==> src/rtl/afc_cal_if.sv <==
// Handshake/status bundle between the AFC search controller and afc_cal_sequencer.
// AFC_SEQ_STATUS_EN adds the last_cnt/step_cnt status signals.
interface afc_cal_if #(
  parameter int unsigned CNT_W = 12
);
  logic             start;
  logic             abort;
  logic             vco_edge;
  logic [15:0]      window_len;
  logic [CNT_W-1:0] target_cnt;
  logic [CNT_W-1:0] tol;
  logic [2:0]       comp_out;
  logic             comp_valid;
  logic             busy;
  logic             cal_done;
  logic             cal_fail;
`ifdef AFC_SEQ_STATUS_EN
  logic [CNT_W-1:0] last_cnt;
  logic [3:0]       step_cnt;

  modport master (
    output start, abort, vco_edge, window_len, target_cnt, tol,
    input  comp_out, comp_valid, busy, cal_done, cal_fail, last_cnt, step_cnt
  );
  modport slave (
    input  start, abort, vco_edge, window_len, target_cnt, tol,
    output comp_out, comp_valid, busy, cal_done, cal_fail, last_cnt, step_cnt
  );
`else
  modport master (
    output start, abort, vco_edge, window_len, target_cnt, tol,
    input  comp_out, comp_valid, busy, cal_done, cal_fail
  );
  modport slave (
    input  start, abort, vco_edge, window_len, target_cnt, tol,
    output comp_out, comp_valid, busy, cal_done, cal_fail
  );
`endif
endinterface

==> src/rtl/afc_cal_sequencer.sv <==
// AFC calibration sequencer: settle, count VCO edges over a window, compare against target.
// Define AFC_SEQ_STATUS_EN to expose last_cnt/step_cnt status outputs.
module afc_cal_sequencer #(
  parameter int unsigned CNT_W      = 12,
  parameter int unsigned SETTLE_CYC = 16,
  parameter int unsigned MAX_STEPS  = 6
) (
  input logic      clk,
  input logic      rst_n,
  afc_cal_if.slave io_bus
);
  localparam int unsigned    SetW       = (SETTLE_CYC > 1) ? $clog2(SETTLE_CYC) : 1;
  localparam logic [SetW-1:0] SettleLast = (SETTLE_CYC > 1) ? SetW'(SETTLE_CYC - 1) : '0;
  localparam logic [3:0]     MaxSteps   = 4'(MAX_STEPS);
  localparam logic [2:0]     CodeFast   = 3'b100;
  localparam logic [2:0]     CodeSlow   = 3'b010;
  localparam logic [2:0]     CodeFreeze = 3'b001;

  typedef enum logic [2:0] {StIdle, StSettle, StMeasure, StCompare, StDone, StFail} state_e;

  state_e           r_state, w_state_d;
  logic [SetW-1:0]  r_settle;
  logic [15:0]      r_win_tmr, r_win_last;
  logic [CNT_W-1:0] r_edge_cnt, r_tgt, r_tol;
  logic [3:0]       r_step;
  logic [2:0]       r_comp_out;
  logic             r_comp_valid, r_cal_done, r_cal_fail;

  logic             w_settle_end, w_win_end, w_run_start, w_enter_measure, w_cmp_fire;
  logic [CNT_W:0]   w_upper, w_lower, w_cnt_ext;
  logic [2:0]       w_code;
  logic [3:0]       w_step_inc;

  assign w_settle_end = (r_settle == SettleLast);
  assign w_win_end    = (r_win_tmr == r_win_last);
  assign w_step_inc   = r_step + 4'd1;

  // One extra bit so target+tol never wraps; lower bound clamps at zero.
  assign w_cnt_ext = {1'b0, r_edge_cnt};
  assign w_upper   = {1'b0, r_tgt} + {1'b0, r_tol};
  assign w_lower   = (r_tgt >= r_tol) ? {1'b0, r_tgt - r_tol} : '0;

  always_comb begin
    w_code = CodeFreeze;
    if (w_cnt_ext > w_upper) begin
      w_code = CodeFast;
    end else if (w_cnt_ext < w_lower) begin
      w_code = CodeSlow;
    end
  end

  always_ff @(posedge clk or negedge rst_n) begin
    if (!rst_n) begin
      r_state <= StIdle;
    end else begin
      r_state <= w_state_d;
    end
  end

  always_comb begin
    w_state_d       = r_state;
    w_run_start     = 1'b0;
    w_enter_measure = 1'b0;
    w_cmp_fire      = 1'b0;
    if (io_bus.abort) begin
      w_state_d = StIdle;
    end else begin
      unique case (r_state)
        StIdle: begin
          if (io_bus.start) begin
            w_state_d   = StSettle;
            w_run_start = 1'b1;
          end
        end
        StSettle: begin
          if (w_settle_end) begin
            w_state_d       = StMeasure;
            w_enter_measure = 1'b1;
          end
        end
        StMeasure: begin
          if (w_win_end) begin
            w_state_d = StCompare;
          end
        end
        StCompare: begin
          w_cmp_fire = 1'b1;
          if (w_code == CodeFreeze) begin
            w_state_d = StDone;
          end else if (w_step_inc == MaxSteps) begin
            w_state_d = StFail;
          end else begin
            w_state_d = StSettle;
          end
        end
        StDone, StFail: w_state_d = StIdle;
        default:        w_state_d = StIdle;
      endcase
    end
  end

  always_ff @(posedge clk or negedge rst_n) begin
    if (!rst_n) begin
      r_settle     <= '0;
      r_win_tmr    <= '0;
      r_win_last   <= '0;
      r_edge_cnt   <= '0;
      r_tgt        <= '0;
      r_tol        <= '0;
      r_step       <= '0;
      r_comp_out   <= 3'b000;
      r_comp_valid <= 1'b0;
      r_cal_done   <= 1'b0;
      r_cal_fail   <= 1'b0;
    end else begin
      r_comp_valid <= w_cmp_fire;
      r_comp_out   <= w_cmp_fire ? w_code : 3'b000;

      if (w_run_start) begin
        r_cal_done <= 1'b0;
        r_cal_fail <= 1'b0;
        r_step     <= '0;
      end
      if (w_cmp_fire) begin
        if (w_code == CodeFreeze) begin
          r_cal_done <= 1'b1;
        end else begin
          r_step <= w_step_inc;
          if (w_step_inc == MaxSteps) begin
            r_cal_fail <= 1'b1;
          end
        end
      end

      if (r_state == StSettle && !w_settle_end) begin
        r_settle <= r_settle + 1'b1;
      end else begin
        r_settle <= '0;
      end

      if (r_state == StMeasure && !w_win_end) begin
        r_win_tmr <= r_win_tmr + 16'd1;
      end else begin
        r_win_tmr <= '0;
      end

      // Window parameters are frozen for the whole measurement.
      if (w_enter_measure) begin
        r_edge_cnt <= '0;
        r_win_last <= (io_bus.window_len == 16'd0) ? 16'd0 : io_bus.window_len - 16'd1;
        r_tgt      <= io_bus.target_cnt;
        r_tol      <= io_bus.tol;
      end else if (r_state == StMeasure && io_bus.vco_edge && r_edge_cnt != '1) begin
        r_edge_cnt <= r_edge_cnt + 1'b1;
      end
    end
  end

  assign io_bus.comp_out   = r_comp_out;
  assign io_bus.comp_valid = r_comp_valid;
  assign io_bus.busy       = (r_state == StSettle) || (r_state == StMeasure) ||
                             (r_state == StCompare);
  assign io_bus.cal_done   = r_cal_done;
  assign io_bus.cal_fail   = r_cal_fail;

`ifdef AFC_SEQ_STATUS_EN
  logic [CNT_W-1:0] r_last_cnt;

  always_ff @(posedge clk or negedge rst_n) begin
    if (!rst_n) begin
      r_last_cnt <= '0;
    end else if (w_cmp_fire) begin
      r_last_cnt <= r_edge_cnt;
    end
  end

  assign io_bus.last_cnt = r_last_cnt;
  assign io_bus.step_cnt = r_step;
`endif

endmodule

==> src/flat_wrapper.sv <==
// flat-port wrapper written by rule: the top's interface ports become plain ports
module afc_cal_sequencer_flat 
#(
  parameter int unsigned CNT_W      = 12,
  parameter int unsigned SETTLE_CYC = 16,
  parameter int unsigned MAX_STEPS  = 6
)
  (clk, rst_n, io_bus_start, io_bus_abort, io_bus_vco_edge, io_bus_window_len, io_bus_target_cnt, io_bus_tol, io_bus_comp_out, io_bus_comp_valid, io_bus_busy, io_bus_cal_done, io_bus_cal_fail);
  afc_cal_if #(.CNT_W(CNT_W)) io_bus_i ();
  input logic clk;
  input logic rst_n;
  input wire logic [$bits(io_bus_i.start)-1:0] io_bus_start;
  input wire logic [$bits(io_bus_i.abort)-1:0] io_bus_abort;
  input wire logic [$bits(io_bus_i.vco_edge)-1:0] io_bus_vco_edge;
  input wire logic [$bits(io_bus_i.window_len)-1:0] io_bus_window_len;
  input wire logic [$bits(io_bus_i.target_cnt)-1:0] io_bus_target_cnt;
  input wire logic [$bits(io_bus_i.tol)-1:0] io_bus_tol;
  output wire logic [$bits(io_bus_i.comp_out)-1:0] io_bus_comp_out;
  output wire logic [$bits(io_bus_i.comp_valid)-1:0] io_bus_comp_valid;
  output wire logic [$bits(io_bus_i.busy)-1:0] io_bus_busy;
  output wire logic [$bits(io_bus_i.cal_done)-1:0] io_bus_cal_done;
  output wire logic [$bits(io_bus_i.cal_fail)-1:0] io_bus_cal_fail;
  assign io_bus_i.start = io_bus_start;
  assign io_bus_i.abort = io_bus_abort;
  assign io_bus_i.vco_edge = io_bus_vco_edge;
  assign io_bus_i.window_len = io_bus_window_len;
  assign io_bus_i.target_cnt = io_bus_target_cnt;
  assign io_bus_i.tol = io_bus_tol;
  assign io_bus_comp_out = io_bus_i.comp_out;
  assign io_bus_comp_valid = io_bus_i.comp_valid;
  assign io_bus_busy = io_bus_i.busy;
  assign io_bus_cal_done = io_bus_i.cal_done;
  assign io_bus_cal_fail = io_bus_i.cal_fail;
  afc_cal_sequencer #(.CNT_W(CNT_W), .SETTLE_CYC(SETTLE_CYC), .MAX_STEPS(MAX_STEPS)) u_core (.clk(clk), .rst_n(rst_n), .io_bus(io_bus_i));
endmodule
==> config.mk <==
export PLATFORM = sky130hd
export DESIGN_NAME = afc_cal_sequencer_flat
export DESIGN_NICKNAME = d
export VERILOG_FILES = /design/src/rtl/afc_cal_if.sv /design/src/rtl/afc_cal_sequencer.sv /design/src/flat_wrapper.sv
export SDC_FILE = /design/constraint.sdc
export NUM_CORES = 1
export LEC_CHECK = 0
export ABC_AREA = 0
export CAP_MARGIN = 20
export CORE_AREA = 2 2 108 110
export DETAILED_ROUTE_END_ITERATION = 10
export DIE_AREA = 0 0 110 112
export GPL_TIMING_DRIVEN = 0
export PLACE_DENSITY = 0.85
export RECOVER_POWER = 100
export SLEW_MARGIN = 20
export SYNTH_ARGS = -nofsm -noshare
export SYNTH_HDL_FRONTEND = slang
export SYNTH_SLANG_ARGS = --single-unit
==> constraint.sdc <==
create_clock -name clk -period 4.05 [get_ports clk]
set_input_delay 0.81 -clock clk [delete_from_list [all_inputs] [get_ports clk]]
set_output_delay 0.81 -clock clk [all_outputs]
set_load 0.005 [all_outputs]
==> reports/qor.yml <==
worst_setup_path:
  path_max_fanout: 3
  crit-reg2reg-launch: "u_core.r_tol[1]"
  r2r_setup_slack_ps: -80
  crit_path_cell_trace: "inv_2 -> ha_4 -> nor2b_4 -> o31a_1 -> o41a_1 -> a221o_1 -> a31oi_1 -> xnor2_1 -> nand2_1 -> ha_4 -> nand4_1 -> or3_4 -> or3_4 -> o31ai_4 -> a2bb2oi_2 -> a211oi_1 -> a31o_2"
  crit_family: "compound AO/OA/AOI/OAI gates"
  reg2regPathDepth: 17
  r2r_end: "u_core.r_step[2]"
  end_kind: "flop"
  slowest_stage: "dfrtp_1"
  critical_path_buf_inv_count: 1
  arrival_ps: 4370
  worstSetupStartpointType: "flop"
  crit_type: "reg2reg"
  critPathMaxStageDelay_ps: 390
  required_ps: 4290
power_and_ir_drop:
  p_comb_share_pct: 20.5
  sequentialPowerShare_pct: 38.2
  p_int_mw: 1.72
  leakagePower_nw: 3.22
  pwr-share-clk_pct: 41.3
  ir_drop_uv: 258
  powerDensity_nw_per_um2: 339
  p_switching_mw: 0.640
  swShare_pct: 27.2
detailed_routing:
  wl_met3_um: 838
  ant_nets: 0
  drtIter0Drc: 291
  highest_layer: "met4"
  first_pass_iters: 5
  routed_via_density: 5.91
  routed_wl_mm: 14.7
  wl_met1_mm: 6.15
  drc_errors: 0
  via_count: 5074
  wl_met2_mm: 7.26
  wl_per_cell_um: 17.1
place:
  dp_cells: 835
  routabilityCongestion: 0.955
  io_buffers: 51
  hpwl_mm: 10.3
min_path:
  hold_depth: 1
  hp-start: "u_core.r_settle[0]"
  hold_path_class: "reg2reg"
  min_to: "u_core.r_settle[0]"
yosys:
  synth.distinct_cells: 65
  synth-edff-count: 0
  synth_top_area_share_pct: 37.1
  synthFlopType: "dfrtp_1"
  synth-compound-area-share_pct: 14.3
  postSynthCellCount: 640
  synth_warnings: 0
  synth_area_um2: 5740
  synth_top_family_by_area: "simple AND/OR/NAND/NOR gates"
  synth_fa_ha_area_share_pct: 12.3
  yosysSeqAreaShare_pct: 37.1
  yosys.area_share.simple_pct: 21.6
  synth-seq-cells: 85
  synthMuxAreaShare_pct: 0.873
  syn_area_per_cell_um2: 8.96
  yosys.area_share.xor_xnor_pct: 9.93
  syn-num-nets: 740
  async_flop_share_pct: 100
  yosysTopAreaCell: "dfrtp_1"
  synth_area_leaders: "dfrtp_1 (37%), ha_1 (12%), nand2_1 (6.0%), xor2_1 (5.5%), xnor2_1 (4.4%)"
clock_tree:
  cts_buffers: 9
  path_clk_slew_ps: 60
  root_buffer: "clkbuf_16"
  cts.path.max_buffers: 2
  cts_tree: "yes"
  hold_buffers: 0
  cts_sinks: 85
  cts_htree_levels: 3
  clk-insertion-delay-late_ps: 350
cells_and_area:
  fin_util_pct: 62.2
  final_cell_mix: "nand2_1 (91), dfrtp_1 (85), nor2_1 (63)"
  syn_to_final_growth_pct: 21.2
  multi_input_area_um2: 3510
  drive_gt1_share_pct: 9.78
  layout_commonest_cell: "nand2_1"
  final_cells: 859
  regArea_um2: 2130
  nets: 811
  fillers: 859
  antenna_cells: 0
run_status:
  status: "finished with violations"
  violations: "capacitance limit, slew limit, setup timing"
sta:
  finalHoldViolCount: 0
  period_share_pct: 102
  finalMaxSlewViolations: 45
  slew_headroom_pct: -57.4
  tightest_slew_ps: 2360
  post-route-min-period_ps: 4130
  setup_viol: 4
  clock.fmax_mhz: 242
  grt_setup_unrepaired: "yes"
  skew_ps: 5.43
  worst_slack_ps: -84.6
die:
  dieArea_um2: 12300
  die_h_um: 112
  core-area_um2: 11200
  row_count: 39
  die_x_um: 110
  start_util_pct: 51.3
  pin_count: 52
global_route:
  grt_pass1_vias: 4960
  antenna_found_initial: 0
  grt_usage_pct: 24.7
  grt_max_degree: 45
  grt.overflow.total: 0
  grt_pass1_wl_mm: 23.8
run:
  cap_violations: 1
-- flip-flops by register name, indices dropped and copies added, names as in the netlist --
signal,count
u_core.io_bus.cal_done,1
u_core.r_state,3
u_core.r_edge_cnt,12
u_core.io_bus.cal_fail,1
u_core.r_settle,4
u_core.io_bus.comp_valid,1
u_core.r_tol,12
u_core.io_bus.comp_out,3
u_core.r_step,4
u_core.r_win_last,16
u_core.r_tgt,12
u_core.r_win_tmr,16
-- metrics by stage --
stage          setup slack [ps]  hold WS, ps  setup TNS [ps]  instance area (um2)  power (mW)
2_1_floorplan               132          431               0                 5740        1.17
3_3_place_gp               -718          448          -62810                 6420        1.29
3_5_place_dp               -495          476           -2990                 6440        1.32
4_1_cts                    7.07          483               0                 6920        2.32
5_1_grt                    -222          502            -871                 6950        2.44
6_report                  -84.6          481            -134                 6950        2.36
-- Yosys cell counts, types with 9 or more instances --
cell type and count:
a21oi_1 26, clkbuf_1 13, dfrtp_1 85, ha_1 53
inv_1 32, nand2_1 92, nand2b_1 12, nand3_1 20
nand4_1 13, nor2_1 64, nor3_1 11, o21ai_0 29
o21ai_2 10, or3_1 9, xnor2_1 29, xor2_1 36
-- layer usage --
layer	up-vias	global-route usage, %
met1	2458	33.0
met4	0	11.0
met2	204	39.6
met5	-	0
li1	2370	-
met3	42	3.51
-- cells by family after synthesis --
family | after synthesis
adders and majority gates | 55
DFF | 85
muxes | 5
buffers and inverters | 53
xor gates and xnor gates | 65
and+or+nand+nor | 254
AOI/OAI and AO/OA | 123
-- worst max path at each step --
| stage | slack, ps | cells past startpoint | endpoint | startpoint |
|---|---|---|---|---|
| floorplan | 130 | 17 | u_core.r_step[2] | u_core.r_tol[1] |
| global placement | -720 | 1 | u_core.r_tol[11] | rst_n |
| detailed placement | -490 | 16 | u_core.r_step[2] | u_core.r_tol[0] |
| CTS | 7 | 16 | u_core.r_step[2] | u_core.r_tol[0] |
| global route | -220 | 17 | u_core.r_step[2] | u_core.r_tol[1] |
| finish | -80 | 17 | u_core.r_step[2] | u_core.r_tol[1] |
-- power groups by stage --
stage                     clock [mW]  sequential, mW  combinational (mW)
after global routing            1.02           0.904               0.520
after CTS                      0.980           0.900               0.441
final                          0.972           0.901               0.483
after detailed placement           0           0.916               0.400
after floorplan                    0           0.909               0.259
after global placement             0           0.914               0.379
-- final cells by class --
cell class	count	area share [%]
plain buffers	19	1.22
clock buffers	11	3.49
clock inverters	5	1.55
inverters	32	1.73
multi-input cells	502	50.5
flip-flops and latches	85	30.6
well taps	143	2.57
repair buffers	62	8.37
-- repair_timing --
item | in CTS | in global routing
gates resized for setup | 20 | 20
setup endpoints to repair | 9 | 8
setup buffers | 4 | 6
gates cloned | 0 | 0
pin swaps | 8 | 12
(Power assumes the default switching activity.)
